<file path="src/rtl/alu.sv">
// Single-cycle MIPS-style ALU: combinational decode/compute of one instruction word,
// with result and flags captured in output registers on every rising clock.
module alu (
  input  logic        clk,
  input  logic        reset,
  input  logic [31:0] instruction,
  input  logic [31:0] regA,
  input  logic [31:0] regB,
  output logic [31:0] result,
  output logic [2:0]  flags
);

  logic [5:0]  opcode;
  logic [5:0]  funct;
  logic [4:0]  rs;
  logic [4:0]  rt;
  logic [4:0]  shamt;
  logic [15:0] imm;
  logic [31:0] op_x;
  logic [31:0] op_y;
  logic [31:0] sign_ext;
  logic [31:0] zero_ext;
  logic [31:0] sum;
  logic [31:0] diff;
  logic [31:0] sum_imm;
  logic        add_ovf;
  logic        sub_ovf;
  logic        addi_ovf;
  logic        lt_s;
  logic        lt_u;
  logic        lti_s;
  logic        lti_u;
  logic        eq;

  logic [31:0] result_d, result_q;
  logic [2:0]  flags_d, flags_q;

  assign opcode = instruction[31:26];
  assign funct  = instruction[5:0];
  assign rs     = instruction[25:21];
  assign rt     = instruction[20:16];
  assign shamt  = instruction[10:6];
  assign imm    = instruction[15:0];

  // A zero register index selects regA, any other index selects regB.
  assign op_x = (rs == 5'd0) ? regA : regB;
  assign op_y = (rt == 5'd0) ? regA : regB;

  assign sign_ext = {{16{imm[15]}}, imm};
  assign zero_ext = {16'h0000, imm};

  assign sum     = op_x + op_y;
  assign diff    = op_x - op_y;
  assign sum_imm = op_x + sign_ext;

  // Signed overflow: operands agree in sign (add) or differ (sub) and the result sign flips.
  assign add_ovf  = (op_x[31] == op_y[31])     && (sum[31]     != op_x[31]);
  assign sub_ovf  = (op_x[31] != op_y[31])     && (diff[31]    != op_x[31]);
  assign addi_ovf = (op_x[31] == sign_ext[31]) && (sum_imm[31] != op_x[31]);

  assign lt_s  = $signed(op_x) < $signed(op_y);
  assign lt_u  = op_x < op_y;
  assign lti_s = $signed(op_x) < $signed(sign_ext);
  assign lti_u = op_x < sign_ext;
  assign eq    = (op_x == op_y);

  always_comb begin
    result_d = 32'h0;
    flags_d  = 3'b000;
    case (opcode)
      6'b000000: begin
        case (funct)
          6'b100000: begin result_d = sum;  flags_d[0] = add_ovf; end
          6'b100001: result_d = sum;
          6'b100010: begin result_d = diff; flags_d[0] = sub_ovf; end
          6'b100011: result_d = diff;
          6'b100100: result_d = op_x & op_y;
          6'b100101: result_d = op_x | op_y;
          6'b100110: result_d = op_x ^ op_y;
          6'b100111: result_d = ~(op_x | op_y);
          6'b101010: begin result_d = {31'h0, lt_s}; flags_d[1] = lt_s; end
          6'b101011: begin result_d = {31'h0, lt_u}; flags_d[1] = lt_u; end
          6'b000000: result_d = op_y << shamt;
          6'b000010: result_d = op_y >> shamt;
          6'b000011: result_d = $unsigned($signed(op_y) >>> shamt);
          6'b000100: result_d = op_y << op_x[4:0];
          6'b000110: result_d = op_y >> op_x[4:0];
          6'b000111: result_d = $unsigned($signed(op_y) >>> op_x[4:0]);
          default: ;
        endcase
      end
      6'b001000: begin result_d = sum_imm; flags_d[0] = addi_ovf; end
      6'b001001: result_d = sum_imm;
      6'b001100: result_d = op_x & zero_ext;
      6'b001101: result_d = op_x | zero_ext;
      6'b001110: result_d = op_x ^ zero_ext;
      6'b001010: begin result_d = {31'h0, lti_s}; flags_d[1] = lti_s; end
      6'b001011: begin result_d = {31'h0, lti_u}; flags_d[1] = lti_u; end
      6'b100011: result_d = sum_imm;
      6'b101011: result_d = sum_imm;
      6'b000100: begin result_d = {31'h0, eq};  flags_d[2] = eq; end
      6'b000101: begin result_d = {31'h0, !eq}; flags_d[2] = eq; end
      default: ;
    endcase
  end

  always_ff @(posedge clk or posedge reset) begin
    if (reset) begin
      result_q <= 32'h0;
      flags_q  <= 3'b000;
    end else begin
      result_q <= result_d;
      flags_q  <= flags_d;
    end
  end

  assign result = result_q;
  assign flags  = flags_q;

endmodule

</file>
<file path="config.mk">
export PLATFORM = sky130hd
export DESIGN_NAME = alu
export DESIGN_NICKNAME = d
export VERILOG_FILES = /design/src/rtl/alu.sv
export SDC_FILE = /design/constraint.sdc
export NUM_CORES = 1
export LEC_CHECK = 0
export ABC_AREA = 1
export CORE_ASPECT_RATIO = 0.75
export CORE_MARGIN = 8
export CORE_UTILIZATION = 50
export CTS_CLUSTER_DIAMETER = 40
export DETAILED_ROUTE_END_ITERATION = 12
export DONT_BUFFER_PORTS = 1
export PLACE_DENSITY = 0.64
export SYNTH_ARGS = -nofsm -noshare
export SYNTH_HDL_FRONTEND = slang
export SYNTH_SLANG_ARGS = --single-unit
</file>
<file path="constraint.sdc">
create_clock -name clk -period 1 [get_ports clk]
set_input_delay 0.05 -clock clk [delete_from_list [all_inputs] [get_ports clk]]
set_output_delay 0.05 -clock clk [all_outputs]
set_load 0.03 [all_outputs]
</file>
==> implementation parameters, run 1 <==
Parameter                              Value

Clock network
  Num CTS Buffers ... 5
  Maximum level of the CTS H-tree ... 2
  Num Clock Sinks ... 35
  Maximum buffer depth of the clock tree ... 2
  Clock Root Buffer ... sky130_fd_sc_hd__clkbuf_16

Logic synthesis
  FFs w/ async S/R, synth ... 100%
  Seq/Total Area, Yosys ... under 10%
  Warnings, synthesis ... 0
  EDFF count, synth ... 0
  Distinct cell type count of the synthesized netlist ... between 50 and 60
  Post-synthesis instance area ... 17,000 µm²
  Flops & latches, synth ... 35
  Net count after synthesis ... about 3,500
  Share of Yosys cell area claimed by the top area cell type ... between 10% and 20%
  Most used DFF post-synth ... sky130_fd_sc_hd__dfrtp_1
  Post-synthesis cell type with the largest combined area ... sky130_fd_sc_hd__nand2_1
  Average cell area after synthesis ... between 5 and 6 µm²
  Cell types occupying the most area after synthesis ... sky130_fd_sc_hd__nand2_1 (18%), sky130_fd_sc_hd__nand3_1 (17%), sky130_fd_sc_hd__ha_1 (13%)
  Synthesized instance count ... 3,199

Outcome
  Run status ... aborted with a tool error
  Last step reached ... 5_1_grt
  First error ... [ERROR GRT-0232] Routing congestion too high. Check the congestion heatmap in the GUI.

Global routing
  Overall fraction of global-route tracks in use ... just under 90%
  Congestion Overflow GR ... 700
  Pin count of the biggest net entering global routing ... 36

Placed design
  Detail Placement HPWL ... approximately 90,000 µm
  Port buffer count ... 0
  Final GP Congestion ... 1.43

Timing
  Worst setup endpoint GRT ... result[14]$_DFF_PP0_/D
  Kind of pin the worst path terminates on ... register input

Floorplan
  Die outline width ... between 200 and 250 µm
  Number of placed I/O pins ... roughly 130
  Initial core utilization ... 50.7%
  Core Rows ... 58
  Vertical die dimension ... 176 µm
==> synth_stat cells, types with 14 or more instances <==
master and instances:
sky130_fd_sc_hd__o22ai_1 32, sky130_fd_sc_hd__o21ai_0 190, sky130_fd_sc_hd__nand4_1 42, sky130_fd_sc_hd__a21oi_1 194, sky130_fd_sc_hd__nand2_1 834, sky130_fd_sc_hd__clkbuf_1 68
sky130_fd_sc_hd__buf_2 59, sky130_fd_sc_hd__nor2_1 253, sky130_fd_sc_hd__o21ai_1 61, sky130_fd_sc_hd__inv_2 14, sky130_fd_sc_hd__a221oi_1 19, sky130_fd_sc_hd__nor3_1 33
sky130_fd_sc_hd__o21ai_2 17, sky130_fd_sc_hd__ha_1 181, sky130_fd_sc_hd__nand3_1 562, sky130_fd_sc_hd__dfrtp_1 35, sky130_fd_sc_hd__inv_1 384, sky130_fd_sc_hd__o211ai_1 72
==> logic make-up after synthesis <==
logic type	count (synthesis)	synth area share [%]
muxes	1	0.0590
AOI/OAI and AO/OA	651	22.5
buffers and inverters	540	12.5
DFF	35	5.16
and+or+nand+nor	1782	45.7
xor gates and xnor gates	6	0.310
adders and majority gates	184	13.7
==> through the flow <==
step	TNS [ns]	instance area [µm²]	cells	worst slack (ns)	hold slack, ns
after floorplan	-52.32	17700	3199	-1.68	0.204
after global placement	-71.31	25000	4443	-2.42	0.00632
after detailed placement	-73.44	25000	4443	-2.50	0.00969
after CTS	-55.49	26700	4491	-1.82	0.0689
==> timing repair <==
item / 4_1_cts
hold endpoints to repair: 36
hold buffers: 2
setup endpoints to repair: 35
setup buffers: 36
gates resized for setup: 311
gates cloned: 2
pin swaps: 53
==> per-layer routing <==
layer	GRT usage, %	GRT overflow
met5	67.7	3
met4	87.3	226
met3	82.9	70
met2	95.5	355
met1	84.3	46
==> inputs of run 2 (changes only) <==
- CORE_ASPECT_RATIO: 0.75 -> unset
- CORE_UTILIZATION: 50 -> 35
- CTS_CLUSTER_DIAMETER: 40 -> unset
- PLACE_DENSITY: 0.64 -> unset
- PLACE_DENSITY_LB_ADDON: unset -> 0.15
==> run 2 against run 1 <==
The flow now finishes, with violations (negative setup slack). Synthesized cell count unchanged. Synthesized area did not move.
==> implementation parameters, run 2 <==
Parameter                              Value

Logic synthesis
  Post-synthesis instance area ... 17,000 µm² (unchanged)
  Post-synthesis cell type with the largest combined area ... sky130_fd_sc_hd__nand2_1
  Flops & latches, synth ... 35 (unchanged)
  Synthesized instance count ... 3,199 (unchanged)
  Complex-gate fraction of the synthesized area ... 22.5% (unchanged)
  Most used DFF post-synth ... sky130_fd_sc_hd__dfrtp_1
  Average cell area after synthesis ... 5.30 µm² (unchanged)
  Share of Yosys cell area claimed by the top area cell type ... 18.5% (unchanged)
  EDFF count, synth ... 0 (unchanged)
  Xor and xnor fraction of the mapped netlist area ... 0.310% (unchanged)
  Mux cell area share after synthesis ... 0.0590% (unchanged)
  Net count after synthesis ... 3,481 (unchanged)
  Seq/Total Area, Yosys ... 5.16% (unchanged)
  Distinct cell type count of the synthesized netlist ... 58 (unchanged)
  Simple-Gate Fraction of Synth Area ... 45.7% (unchanged)
  Cell types occupying the most area after synthesis ... sky130_fd_sc_hd__nand2_1 (18%), sky130_fd_sc_hd__nand3_1 (17%), sky130_fd_sc_hd__ha_1 (13%)
  FFs w/ async S/R, synth ... 100% (unchanged)
  Dominant combinational cell family by area after synthesis ... simple AND/OR/NAND/NOR gates
  Post-synthesis share of cell area spent on full adders, half adders and majority gates ... 13.7% (unchanged)
  Top-count cell post-synth ... sky130_fd_sc_hd__nand2_1
  Warnings, synthesis ... 0 (unchanged)
  Most numerous cell types in the synthesized netlist ... sky130_fd_sc_hd__nand2_1 (834), sky130_fd_sc_hd__nand3_1 (562), sky130_fd_sc_hd__inv_1 (384)

Critical path
  Crit path arrival time ... 3.09 ns
  Data required time of the worst path ... 1.17 ns
  Type of origin of the critical path ... input pin
  Worst-path fanout max ... 5
  Kind of end point of the critical path ... flop
  Worst Setup Path Type ... in2reg

Pwr
  Pint ... between 10 and 15 mW
  Sequential fraction of design power ... 7.8%
  Reported net switching power ... around 11 mW
  Sw frac ... 51.8%
  Clock share of power ... about a tenth
  Total leakage power ... about 15 nW
  Combinational share of power ... between 80% and 90%
  Cell Pwr Density ... just over 700 nW/µm²
  Largest voltage drop on the vdd net ... 0.570 mV

Floorplan
  Vertical die dimension ... 236 µm (+35%)
  Number of placed I/O pins ... 133 (unchanged)
  Core Rows ... 80 (+38%)
  Core Footprint ... 47,700 µm²
  Area enclosed by the die boundary ... approximately 56,000 µm²
  Initial core utilization ... 35.5% (-15 points)
  Die outline width ... 236 µm (+3.3%)

Run
  Maxcap violations ... 0

Cells and area
  Proportion of layout cells with a drive suffix above 1 ... about two fifths
  Area Growth Syn to Fin ... 73.9%
  Most frequent cells in the layout ... sky130_fd_sc_hd__buf_4 (953), sky130_fd_sc_hd__nand2_1 (713), sky130_fd_sc_hd__nand3_1 (503)
  Most frequent standard cell in the layout excluding fill and tap cells ... sky130_fd_sc_hd__buf_4
  Post-layout nets ... approximately 4,400
  Layout Utilization ... 61.8%
  Max reg flops ... 32

Placed design
  Detail Placement HPWL ... 105,000 µm (+17%)
  Final GP Congestion ... 1.17 (-18%)
  Port buffer count ... 0 (unchanged)

Clock network
  Num Clock Sinks ... 35 (unchanged)
  Num CTS Buffers ... 5 (unchanged)
  Clock tree from TritonCTS ... done
  Post-CTS clock slew at the launch and capture registers of the worst setup and hold paths ... 0.06 ns
  Maximum level of the CTS H-tree ... 2 (unchanged)
  Clock Root Buffer ... sky130_fd_sc_hd__clkbuf_16
  Maximum buffer depth of the clock tree ... 2 (unchanged)

Timing
  Setup repair after global routing missed its margin ... true
  Final period util ... 292%
  Hold Vio Cnt, Final ... 0
  Smallest hold slack ... about 0.13 ns
  Slew @ Worst Pin ... between 1 and 1.5 ns
  Least setup slack across all paths after layout ... -1.92 ns
  Tightest slew margin relative to the limit ... around 31%
  Count of final setup violators ... 35
  Min Tclk post-route ... roughly 2.9 ns
  Max Freq ... around 0.34 GHz
  Count of pins over their slew limit ... 0

Global routing
  Number of antenna violations at the first check in global routing ... 3
  Overall fraction of global-route tracks in use ... a little over two fifths
  Pin count of the biggest net entering global routing ... 36
  Congestion Overflow GR ... 0
  First-pass GRT wire length ... between 150,000 and 200,000 µm
  Via count of the first global-routing pass ... 26,420

Route
  DRC violations left ... 0
  First-pass detailed-route iteration total ... 6
  Total via count after detailed routing ... between 20,000 and 30,000
  Wire length per cell after detailed routing ... about 26 µm
  Wire length reported by the detailed router ... ~130,000 µm
  Remaining number of nets flagged by the antenna check after routing ... 0
  Initial drt markers ... 4,022
  Post-detailed-route via-to-cell ratio ... between 5 and 6

Outcome
  Run status ... finished, violations left
  Failing checks ... negative setup slack

Hold path
  Hold Crit Depth ... 4
  Classification of the worst-slack hold path ... in2reg
==> run 2: cell counts after synthesis <==
Identical to the previous run, type by type.
==> run 2: per-stage QoR <==
stage	TNS (ns)	area [µm²]	std cells	setup slack (ns)	power (mW)
2_1_floorplan	-52.32	17700	3199	-1.68	8.37
3_3_place_gp	-79.53	25600	4657	-2.72	15.7
3_5_place_dp	-79.41	25600	4657	-2.69	15.8
4_1_cts	-58.11	27900	4723	-1.81	19.2
5_1_grt	-63.31	29500	4758	-1.98	22.0
6_report	-59.97	29500	4760	-1.92	21.1
==> run 2: power groups by stage <==
stage	Clock, mW	Sequential (mW)	Combinational [mW]
6_report	1.96	1.64	17.5
5_1_grt	1.98	1.64	18.4
4_1_cts	1.93	1.64	15.7
3_5_place_dp	0	1.67	14.2
3_3_place_gp	0	1.67	14.0
2_1_floorplan	0	1.64	6.74
==> run 2: worst paths after layout <==
path                                 start                   end  slack, ns
setup / recovery           instruction[23]  result[24]$_DFF_PP0_      -1.92
hold / removal             instruction[27]    flags[2]$_DFF_PP0_       0.13
max in group asynchronous            reset  result[17]$_DFF_PP0_       0.51
min in group asynchronous            reset   result[7]$_DFF_PP0_       0.26
==> run 2: per-layer routing <==
metal  routed length, µm  up-vias  part of all wire (%)  global-route usage [%]
met5                  23        -                 0.018                       0
met4               10700        4                   8.5                    27.8
met3               17100      430                    14                    13.1
met2               48300     2033                    38                    58.3
met1               49700    13167                    39                    55.1
li1                    -    12666                     -                       -
==> run 2: cell type report <==
class,count,area (µm²)
Tap cell,615,769
Sequential cell,35,876
Timing Repair Buffer,1070,8990
Clock buffer,5,125
Timing Repair inverter,1,8.76
Antenna cell,3,7.51
Fill cell,4535,18200
Inverter,404,1550
Clock inverter,3,43.8
Multi-Input combinational cell,2624,17100
==> run 2: cells by family after synthesis <==
group,Yosys count
XOR/XNOR,6
AO/OA/AOI/OAI,651
multiplexers,1
flip-flops,35
AND/OR/NAND/NOR,1782
buffers and inverters,540
adder cells (fa/ha/maj),184
==> run 2: worst max-delay path: stages <==
cell and delay, ns:
sky130_fd_sc_hd__nor2_4 0.14, sky130_fd_sc_hd__nand3_4 0.14, sky130_fd_sc_hd__buf_12 0.19, sky130_fd_sc_hd__buf_16 0.17
sky130_fd_sc_hd__nand2_4 0.07, sky130_fd_sc_hd__o21ai_4 0.06, sky130_fd_sc_hd__buf_12 0.15, sky130_fd_sc_hd__ha_4 0.30
sky130_fd_sc_hd__inv_2 0.05, sky130_fd_sc_hd__a21o_1 0.20, sky130_fd_sc_hd__buf_6 0.13, sky130_fd_sc_hd__a21oi_4 0.16
sky130_fd_sc_hd__nor2_2 0.06, sky130_fd_sc_hd__nor2_2 0.15, sky130_fd_sc_hd__buf_6 0.14, sky130_fd_sc_hd__nand2_8 0.07
sky130_fd_sc_hd__nand2_4 0.09, sky130_fd_sc_hd__nand3_2 0.06, sky130_fd_sc_hd__nand3_2 0.06, sky130_fd_sc_hd__nand2_2 0.06
sky130_fd_sc_hd__nand3b_1 0.25, sky130_fd_sc_hd__nor2_4 0.22, sky130_fd_sc_hd__o21bai_1 0.10
==> run 2: timing repair <==
item	CTS	global route
pin swaps	99	163
setup buffers	53	39
endpoints found under the hold margin	36	0
endpoints found under the setup margin	35	35
hold buffers	2	0
gates resized for setup	383	348
gates cloned	5	0
No activity file was read; power rests on OpenSTA's default activity.
